$ cat src/rtl/multicycle_controller.sv
// Sequencing FSM for the multicycle RV32I core: steps each instruction through
// FETCH/DECODE/EXEC/MEM/WB and drives the datapath enables and mux selects.
module multicycle_controller #(
  parameter int unsigned TIMEOUT = 255
) (
  input  logic        clk,
  input  logic        rst_n,
  input  logic [31:0] instruction,
  input  logic        mem_ready,
  input  logic        branch_taken,
  output logic        imem_req,
  output logic        ir_we,
  output logic        dmem_req,
  output logic        dmem_we,
  output logic        pc_we,
  output logic [1:0]  pc_sel,
  output logic        alu_a_sel,
  output logic        alu_b_sel,
  output logic [1:0]  alu_op,
  output logic        rf_we,
  output logic [1:0]  wb_sel,
  output logic        trap,
  output logic [1:0]  trap_cause,
  output logic [31:0] instret
);

  typedef enum logic [2:0] {FETCH, DECODE, EXEC, MEM, WB, TRAP} state_t;
  typedef enum logic [3:0] {
    C_LOAD, C_OPIMM, C_OP, C_JALR, C_STORE, C_BRANCH, C_JAL, C_LUI, C_AUIPC, C_ILLEGAL
  } class_t;

  localparam logic [15:0] LAST_WAIT = 16'(TIMEOUT - 1);

  state_t      state;
  class_t      iclass;
  class_t      decoded;
  logic [15:0] wait_cnt;
  logic        waiting;
  logic        timed_out;
  logic        unused_bits;

  assign unused_bits = ^instruction[31:12];

  always_comb begin
    case (instruction[6:0])
      7'b0000011: decoded = C_LOAD;
      7'b0010011: decoded = C_OPIMM;
      7'b0110011: decoded = C_OP;
      7'b1100111: decoded = C_JALR;
      7'b0100011: decoded = C_STORE;
      7'b1100011: decoded = C_BRANCH;
      7'b1101111: decoded = C_JAL;
      7'b0110111: decoded = C_LUI;
      7'b0010111: decoded = C_AUIPC;
      default:    decoded = C_ILLEGAL;
    endcase
  end

  // A request is outstanding only in FETCH and MEM; timeout fires on the TIMEOUT-th unanswered cycle.
  assign waiting   = (state == FETCH || state == MEM) && !mem_ready;
  assign timed_out = waiting && (wait_cnt == LAST_WAIT);

  always_ff @(posedge clk or negedge rst_n) begin
    if (!rst_n) begin
      state      <= FETCH;
      iclass     <= C_ILLEGAL;
      wait_cnt   <= '0;
      trap_cause <= 2'd0;
      instret    <= '0;
    end else begin
      if (pc_we)
        instret <= instret + 32'd1;
      if (waiting)
        wait_cnt <= wait_cnt + 16'd1;
      else
        wait_cnt <= '0;
      case (state)
        FETCH: begin
          if (timed_out) begin
            state      <= TRAP;
            trap_cause <= 2'd2;
          end else if (mem_ready) begin
            state <= DECODE;
          end
        end
        DECODE: begin
          iclass <= decoded;
          if (decoded == C_ILLEGAL) begin
            state      <= TRAP;
            trap_cause <= 2'd1;
          end else begin
            state <= EXEC;
          end
        end
        EXEC: begin
          if (iclass == C_BRANCH)
            state <= FETCH;
          else if (iclass == C_LOAD || iclass == C_STORE)
            state <= MEM;
          else
            state <= WB;
        end
        MEM: begin
          if (timed_out) begin
            state      <= TRAP;
            trap_cause <= 2'd2;
          end else if (mem_ready) begin
            state <= (iclass == C_LOAD) ? WB : FETCH;
          end
        end
        WB:      state <= FETCH;
        TRAP:    state <= TRAP;
        default: state <= TRAP;
      endcase
    end
  end

  // Operand selects stay valid through MEM and WB so address and result remain stable while consumed.
  always_comb begin
    imem_req  = 1'b0;
    ir_we     = 1'b0;
    dmem_req  = 1'b0;
    dmem_we   = 1'b0;
    pc_we     = 1'b0;
    pc_sel    = 2'd0;
    alu_a_sel = 1'b0;
    alu_b_sel = 1'b0;
    alu_op    = 2'd0;
    rf_we     = 1'b0;
    wb_sel    = 2'd0;
    trap      = 1'b0;
    if (state == EXEC || state == MEM || state == WB) begin
      case (iclass)
        C_OP:    alu_op = 2'd2;
        C_OPIMM: begin alu_b_sel = 1'b1; alu_op = 2'd2; end
        C_LOAD, C_STORE, C_JALR: alu_b_sel = 1'b1;
        C_AUIPC: begin alu_a_sel = 1'b1; alu_b_sel = 1'b1; end
        C_LUI:   begin alu_b_sel = 1'b1; alu_op = 2'd3; end
        C_BRANCH: alu_op = 2'd1;
        default: ;
      endcase
    end
    case (state)
      FETCH: begin
        imem_req = 1'b1;
        ir_we    = mem_ready;
      end
      EXEC: begin
        if (iclass == C_BRANCH) begin
          pc_we  = 1'b1;
          pc_sel = branch_taken ? 2'd1 : 2'd0;
        end
      end
      MEM: begin
        dmem_req = 1'b1;
        dmem_we  = (iclass == C_STORE);
        pc_we    = (iclass == C_STORE) && mem_ready;
      end
      WB: begin
        rf_we = (instruction[11:7] != 5'd0);
        pc_we = 1'b1;
        case (iclass)
          C_LOAD:  wb_sel = 2'd1;
          C_JAL:   begin wb_sel = 2'd2; pc_sel = 2'd1; end
          C_JALR:  begin wb_sel = 2'd2; pc_sel = 2'd2; end
          default: ;
        endcase
      end
      TRAP: trap = 1'b1;
      default: ;
    endcase
  end

endmodule

$ cat config.mk
export PLATFORM = sky130hd
export DESIGN_NAME = multicycle_controller
export DESIGN_NICKNAME = d
export VERILOG_FILES = /design/src/rtl/multicycle_controller.sv
export SDC_FILE = /design/constraint.sdc
export NUM_CORES = 1
export LEC_CHECK = 0
export BUFFER_PORTS_ARGS = -buffer_cell sky130_fd_sc_hd__buf_2
export CORE_MARGIN = 2
export CORE_UTILIZATION = 50
export CTS_BUF_LIST = sky130_fd_sc_hd__clkbuf_2 sky130_fd_sc_hd__clkbuf_4 sky130_fd_sc_hd__clkbuf_8
export CTS_CLUSTER_SIZE = 8
export DETAILED_ROUTE_END_ITERATION = 16
export PLACE_DENSITY = 0.78
export SYNTH_ARGS = -nofsm -noshare
export SYNTH_HDL_FRONTEND = slang
export SYNTH_SLANG_ARGS = --single-unit
$ cat constraint.sdc
create_clock -name clk -period 3.8 [get_ports clk]
set_clock_uncertainty 0.05 [all_clocks]
set_input_delay 0.76 -clock clk [delete_from_list [all_inputs] [get_ports clk]]
set_output_delay 0.76 -clock clk [all_outputs]
set_load 0.005 [all_outputs]
==> results of run 1 <==
-- flip-flops by register name (all words and copies together) (netlist names) --
register    count
iclass          4
instret        32
state           3
trap_cause      2
wait_cnt       16
-- path summary, 6_finish.rpt --
check,slack (ns),to,from
min reg2reg,0.44,instret[31],instret[31]
max reg2reg,1.78,instret[29],state[2]
max in group asynchronous,2.51,wait_cnt[3],rst_n
min,0.40,wait_cnt[8],rst_n
max,0.90,pc_we,iclass[3]
min in group clk,0.44,instret[31],instret[31]
-- power groups by stage --
stage,registers (mW),logic [mW],clock network (mW)
floorplan,0.708,0.277,0
global placement,0.754,0.341,0
detailed placement,0.759,0.351,0
CTS,0.748,0.353,0.621
global route,0.759,0.402,0.643
finish,0.750,0.350,0.612
-- routing by layer --
metal	global-route usage (%)	vias to the layer above
li1	-	1257
met1	28.4	1220
met2	33.4	72
met3	4.78	10
met4	7.50	0
met5	0	-
-- synth_stat cells, types with 2 or more instances --
| cell | number |
|---|---|
| nor4b_2 | 3 |
| dfstp_2 | 2 |
| and2_1 | 2 |
| nand3_1 | 16 |
| nor3b_1 | 2 |
| nor2b_1 | 3 |
| nand2b_1 | 3 |
| nor4_1 | 4 |
| nand2_1 | 34 |
| ha_1 | 3 |
| or3_1 | 2 |
| a21oi_1 | 8 |
| dfrtp_1 | 55 |
| nor3_1 | 23 |
| nor3_2 | 2 |
| o21ai_0 | 6 |
| xnor2_1 | 17 |
| and3_1 | 5 |
| buf_2 | 5 |
| nand4_1 | 5 |
| xor2_1 | 29 |
| nor4b_1 | 2 |
| clkbuf_1 | 5 |
| inv_1 | 13 |
| a22oi_1 | 4 |
| nor2_1 | 44 |
| a31oi_1 | 3 |
-- per-stage QoR --
stage | instances | power, mW | setup slack, ns | hold WS [ns] | util (%)
6_report | 470 | 1.71 | 0.905 | 0.395 | 61.8
3_5_place_dp | 454 | 1.11 | 1.25 | 0.429 | 58.2
2_1_floorplan | 324 | 0.985 | 1.55 | 0.405 | -
3_3_place_gp | 454 | 1.09 | 1.27 | 0.401 | 58.2
5_1_grt | 470 | 1.80 | 0.758 | 0.447 | 61.8
4_1_cts | 470 | 1.72 | 0.889 | 0.422 | 61.8
-- layout make-up --
class                   count  area, sq um  area share, %
multi-input cells         244         1540           42.2
flip-flops and latches     57         1430           39.1
well taps                  75         93.8           2.57
inverters                  13         48.8           1.33
repair buffers             65          328           8.96
clock buffers              10          131           3.59
clock inverters             6         82.6           2.26
-- kinds of logic (layout without fill, tap and decap cells) --
group | count (synthesis) | in the layout | share of synthesized area [%]
xor+xnor | 46 | 46 | 13.1
flops | 57 | 57 | 46.6
compound gates | 36 | 36 | 8.74
fa+ha+maj | 3 | 3 | 1.22
simple gates | 158 | 158 | 26.9
buf+inv | 23 | 94 | 3.02
mux | 1 | 1 | 0.367
-- worst max-delay path, cell delays in order (launching register included) --
cell	delay, ns
dfstp_2	0.62
inv_1	0.15
a41o_2	0.34
nor2_2	0.30
inv_1	0.18
buf_2	0.16
==> flow_summary.yaml, run 1 <==
power_and_ir_drop:
  power_leakage_nw: 1.78
  seqPwrFrac_pct: 43.8
  peakVddDrop_mv: 0.289
  p_int_mw: 1.17
  swShare_pct: 31.6
  combPwrFrac_pct: 20.5
  switching_power_mw: 0.540
  power_frac_clock_pct: 35.7
  powerDensity_nw_per_um2: 468
timing:
  fmax_mhz: 345
  hold_viol: 0
  slew_viol_final: 0
  min_period_ns: 2.90
  setup_violations: 0
  post-route-period-util_pct: 76.2
  worstMarginPinSlew_ns: 0.627
  rsz0062_at_grt: "false"
  relSlewSlack_pct: 58.2
  setup_tns_ns: 0
clock_tree:
  cts_hold_buffers: 0
  cts_max_path_buffers: 2
  clk-insertion-delay-late_ns: 0.34
  htree_levels: 3
  cts_made_buffers: 9
  path_clk_slew_ns: 0.06
  cts_setup_buffers: 0
  cts_tree: "done"
  ctsResizeCount: 0
  cts_sinks: 57
  cts_root_buffer: "clkbuf_8"
drt:
  top_layer: "met4"
  drtIter0Drc: 149
  drc: 0
  met2WireLength_um: 3000
  via_per_inst: 5.44
  wl_met1_um: 2970
  num_vias: 2559
  drt_pass1_iterations: 5
  antenna_left: 0
  wl_um: 6410
  wire_per_inst_um: 13.6
  dr_wl_met3_um: 326
grt:
  antenna_found_initial: 0
  grt_pass1_vias: 2394
  grt_max_degree: 30
  grt-ovfl-total: 0
  grt.total_usage_pct: 21.0
  grt_pass1_wl_um: 10900
floorplanning:
  std_cell_rows: 28
  die_h_um: 82.3
  die-area_sq_um: 6770
  pin_count: 85
  coreArea_sq_um: 5920
  dieWidth_um: 82.3
  initial_core_util_pct: 51.8
place:
  port_buffers: 64
  placed_area_sq_um: 3440
  place_congestion: 0.836
  place.detailed.hpwl_um: 4600
cells_and_area:
  diodes: 0
  mostFrequentLayoutCells: "64 x buf_2, 55 x dfrtp_1, 44 x nor2_1, 34 x nand2_1, 29 x xor2_1"
  mostFrequentLayoutCell: "buf_2"
  num-nets-final: 429
  num-fill-cells: 510
  drive_gt1_share_pct: 24.6
  final_area_sq_um: 3660
  syn_to_final_growth_pct: 19.3
setup_path:
  arrival_ns: 2.09
  cp.required_ns: 2.99
  rr_worst_depth: 5
  endpoint_kind: "output port"
  cp_max_fo: 8
  start_kind: "flip-flop"
  crit_type: "flip-flop to output port"
worst_hold_path:
  hold_class: "input pin to async pin"
yosys:
  synth_warnings: 0
  async_flop_share_pct: 100
  yosysUniqueCellTypes: 51
  yosys_register_bits: 57
  synth-edff-count: 0
  postSynthAreaPerCell_sq_um: 9.46
  synth_nets: 363
  netlist_instances: 324
  syn_area_sq_um: 3070
  synth-main-ff-cell: "dfrtp_1"
  synth_top_area_cell: "dfrtp_1"
  ys_seq_area_share_pct: 46.6
  netlist.area_leader.share_pct: 44.9
  synthTopCellsByArea: "dfrtp_1 45%, xor2_1 8.3%, nor2_1 5.4%, xnor2_1 4.9%, nand2_1 4.2%"
flow_run:
  drv_cap: 0
status:
  status: "completed"
(Power assumes the default switching activity.)
==> run 2, diff against run 1 <==
- ABC_AREA: default -> 1
- PLACE_DENSITY: 0.78 -> 0.79
- clock period: 3.8 -> 2.4 ns (I/O delays scaled with it)
==> flow_summary.yaml, run 2 <==
floorplanning:
  initial_core_util_pct: 51.0
  dieWidth_um: 89.3
  die-area_sq_um: 7980
  die_h_um: 89.3
  coreArea_sq_um: 7140
  std_cell_rows: 31
  pin_count: 85
timing:
  setup_tns_ns: 0
  slew_viol_final: 0
  relSlewSlack_pct: 60.6
  hold_viol: 0
  setup_violations: 0
  rsz0062_at_grt: "false"
  fmax_mhz: 435
  post-route-period-util_pct: 95.8
  worstMarginPinSlew_ns: 0.590
  min_period_ns: 2.30
yosys:
  synth-main-ff-cell: "dfrtp_1"
  yosys_register_bits: 57
  synth_top_area_cell: "dfrtp_1"
  syn_area_sq_um: 3640
  async_flop_share_pct: 100
  yosysMostFrequentCell: "nand2_1"
  yosys-top-cells-count: "207 x nand2_1, 78 x nor2_1, 58 x inv_1, 55 x dfrtp_1"
  synthTopCellsByArea: "dfrtp_1 38%, nand2_1 21%, nor2_1 8.0%, inv_1 6.0%, nor3_1 3.3%"
  postSynthAreaPerCell_sq_um: 6.64
  ys_seq_area_share_pct: 39.3
  synth-edff-count: 0
  synth_nets: 587
  yosysUniqueCellTypes: 27
  netlist.area_leader.share_pct: 37.8
  netlist_instances: 548
  synth_warnings: 0
cells_and_area:
  drive_gt1_share_pct: 15.3
  num-fill-cells: 695
  mostFrequentLayoutCells: "206 x nand2_1, 78 x nor2_1, 64 x buf_2, 58 x inv_1, 55 x dfrtp_1"
  diodes: 0
  largest_reg_flops: 32
  mostFrequentLayoutCell: "nand2_1"
  num-nets-final: 661
  fin_util_pct: 60.1
  largest-register: "instret"
  reg_top3: "instret: 32 flops, wait_cnt: 16 flops, iclass: 4 flops"
  syn_to_final_growth_pct: 17.8
setup_path:
  start_kind: "flip-flop"
  reg2reg_to: "instret[10]"
  arrival_ns: 1.77
  endpoint_kind: "output port"
  cp_max_fo: 7
  cp.required_ns: 1.87
  reg2reg_from: "iclass[3]"
  rr_worst_depth: 8
  crit_type: "flip-flop to output port"
  ff2ff_setup_slack_ns: 0.48
clock_tree:
  cts_max_path_buffers: 2
  htree_levels: 3
  path_clk_slew_ns: 0.06
  cts_tree: "done"
  cts_made_buffers: 9
  cts_sinks: 57
  cts_root_buffer: "clkbuf_8"
  clk-insertion-delay-late_ns: 0.35
power_and_ir_drop:
  power_mw: 1.90
  peakVddDrop_mv: 0.201
  power_leakage_nw: 2.16
  powerDensity_nw_per_um2: 442
status:
  status: "completed"
grt:
  grt_max_degree: 36
  grt-ovfl-total: 0
  antenna_found_initial: 0
  grt_pass1_wl_um: 15100
  grt_pass1_vias: 3361
  grt.total_usage_pct: 24.3
drt:
  drtIter0Drc: 189
  num_vias: 3680
  wl_um: 9010
  antenna_left: 0
  drc: 0
  via_per_inst: 5.07
  wire_per_inst_um: 12.4
  drt_pass1_iterations: 5
place:
  place.detailed.hpwl_um: 6810
  port_buffers: 64
  place_congestion: 0.944
flow_run:
  drv_cap: 0
worst_hold_path:
  hold_class: "input pin to async pin"
==> run 2: changes by cell type in the layout (fill, tap and decap cells not counted), sizes merged, moves of 15 or more <==
cell    change
nor2       +35
nand3b     +15
inv        +49
o21ai      +16
nand2     +174
xor2       -17
==> run 2: what timing repair did <==
action,CTS,global route
endpoints found under the hold margin,0,0
setup buffers,0,0
hold buffers,0,0
gates resized for setup,0,2
setup endpoints to repair,0,3
==> run 2: final cells by class <==
class | count | area, sq um | share of cell area (%)
repair buffers | 68 | 363 | 8.46
multi-input cells | 424 | 1940 | 45.3
inverters | 62 | 233 | 5.43
flip-flops and latches | 57 | 1430 | 33.3
well taps | 99 | 124 | 2.89
clock inverters | 2 | 10.0 | 0.233
clock buffers | 14 | 186 | 4.35
==> run 2: metrics by stage <==
stage	instance area, sq um	hold WS (ns)	worst slack [ns]	cells
after floorplan	3640	0.134	0.687	548
after global placement	4080	0.401	0.380	710
after detailed placement	4080	0.406	0.355	710
after CTS	4280	0.0845	0.00583	726
after global routing	4290	0.114	0.0171	726
final	4290	0.0689	0.0997	726
==> run 2: cell families after synthesis <==
group	Yosys count	synth area share (%)
AO/OA/AOI/OAI	41	5.88
XOR/XNOR	17	4.09
buffers and inverters	67	7.60
adder cells (fa/ha/maj)	3	1.03
flip-flops	57	39.3
AND/OR/NAND/NOR	363	42.1
==> run 2: worst max path at each step <==
| stage | end | start |
|---|---|---|
| 2_1_floorplan | pc_we | iclass[3] |
| 6_report | alu_b_sel | state[1] |
| 5_1_grt | alu_op[0] | state[1] |
| 3_5_place_dp | instret[10] | iclass[3] |
| 4_1_cts | pc_we | iclass[3] |
| 3_3_place_gp | instret[10] | iclass[3] |
==> run 2: worst max-delay path: stages (launching register included) <==
cell	delay, ns
dfrtp_1	0.45
nor2_1	0.25
nand2_2	0.17
nand2_1	0.14
inv_1	0.08
a31oi_1	0.18
buf_2	0.15
==> run 2: metal layers <==
metal	vias up	share of wire, %	track usage, %	routed length [um]
met3	15	5.7	4.25	514
met2	119	45	37.6	4050
li1	1886	-	-	-
met5	-	0	0	0
met1	1660	47	33.8	4280
met4	0	1.9	9.77	174
==> run 2: power by group <==
group          leakage [nW]  switching (mW)  total (mW)  internal [mW]
Combinational          1.33          0.0332      0.0493         0.0160
Clock                 0.106           0.390       0.885          0.496
Sequential            0.732               0       0.961          0.961
Total                  2.16           0.423        1.90           1.47
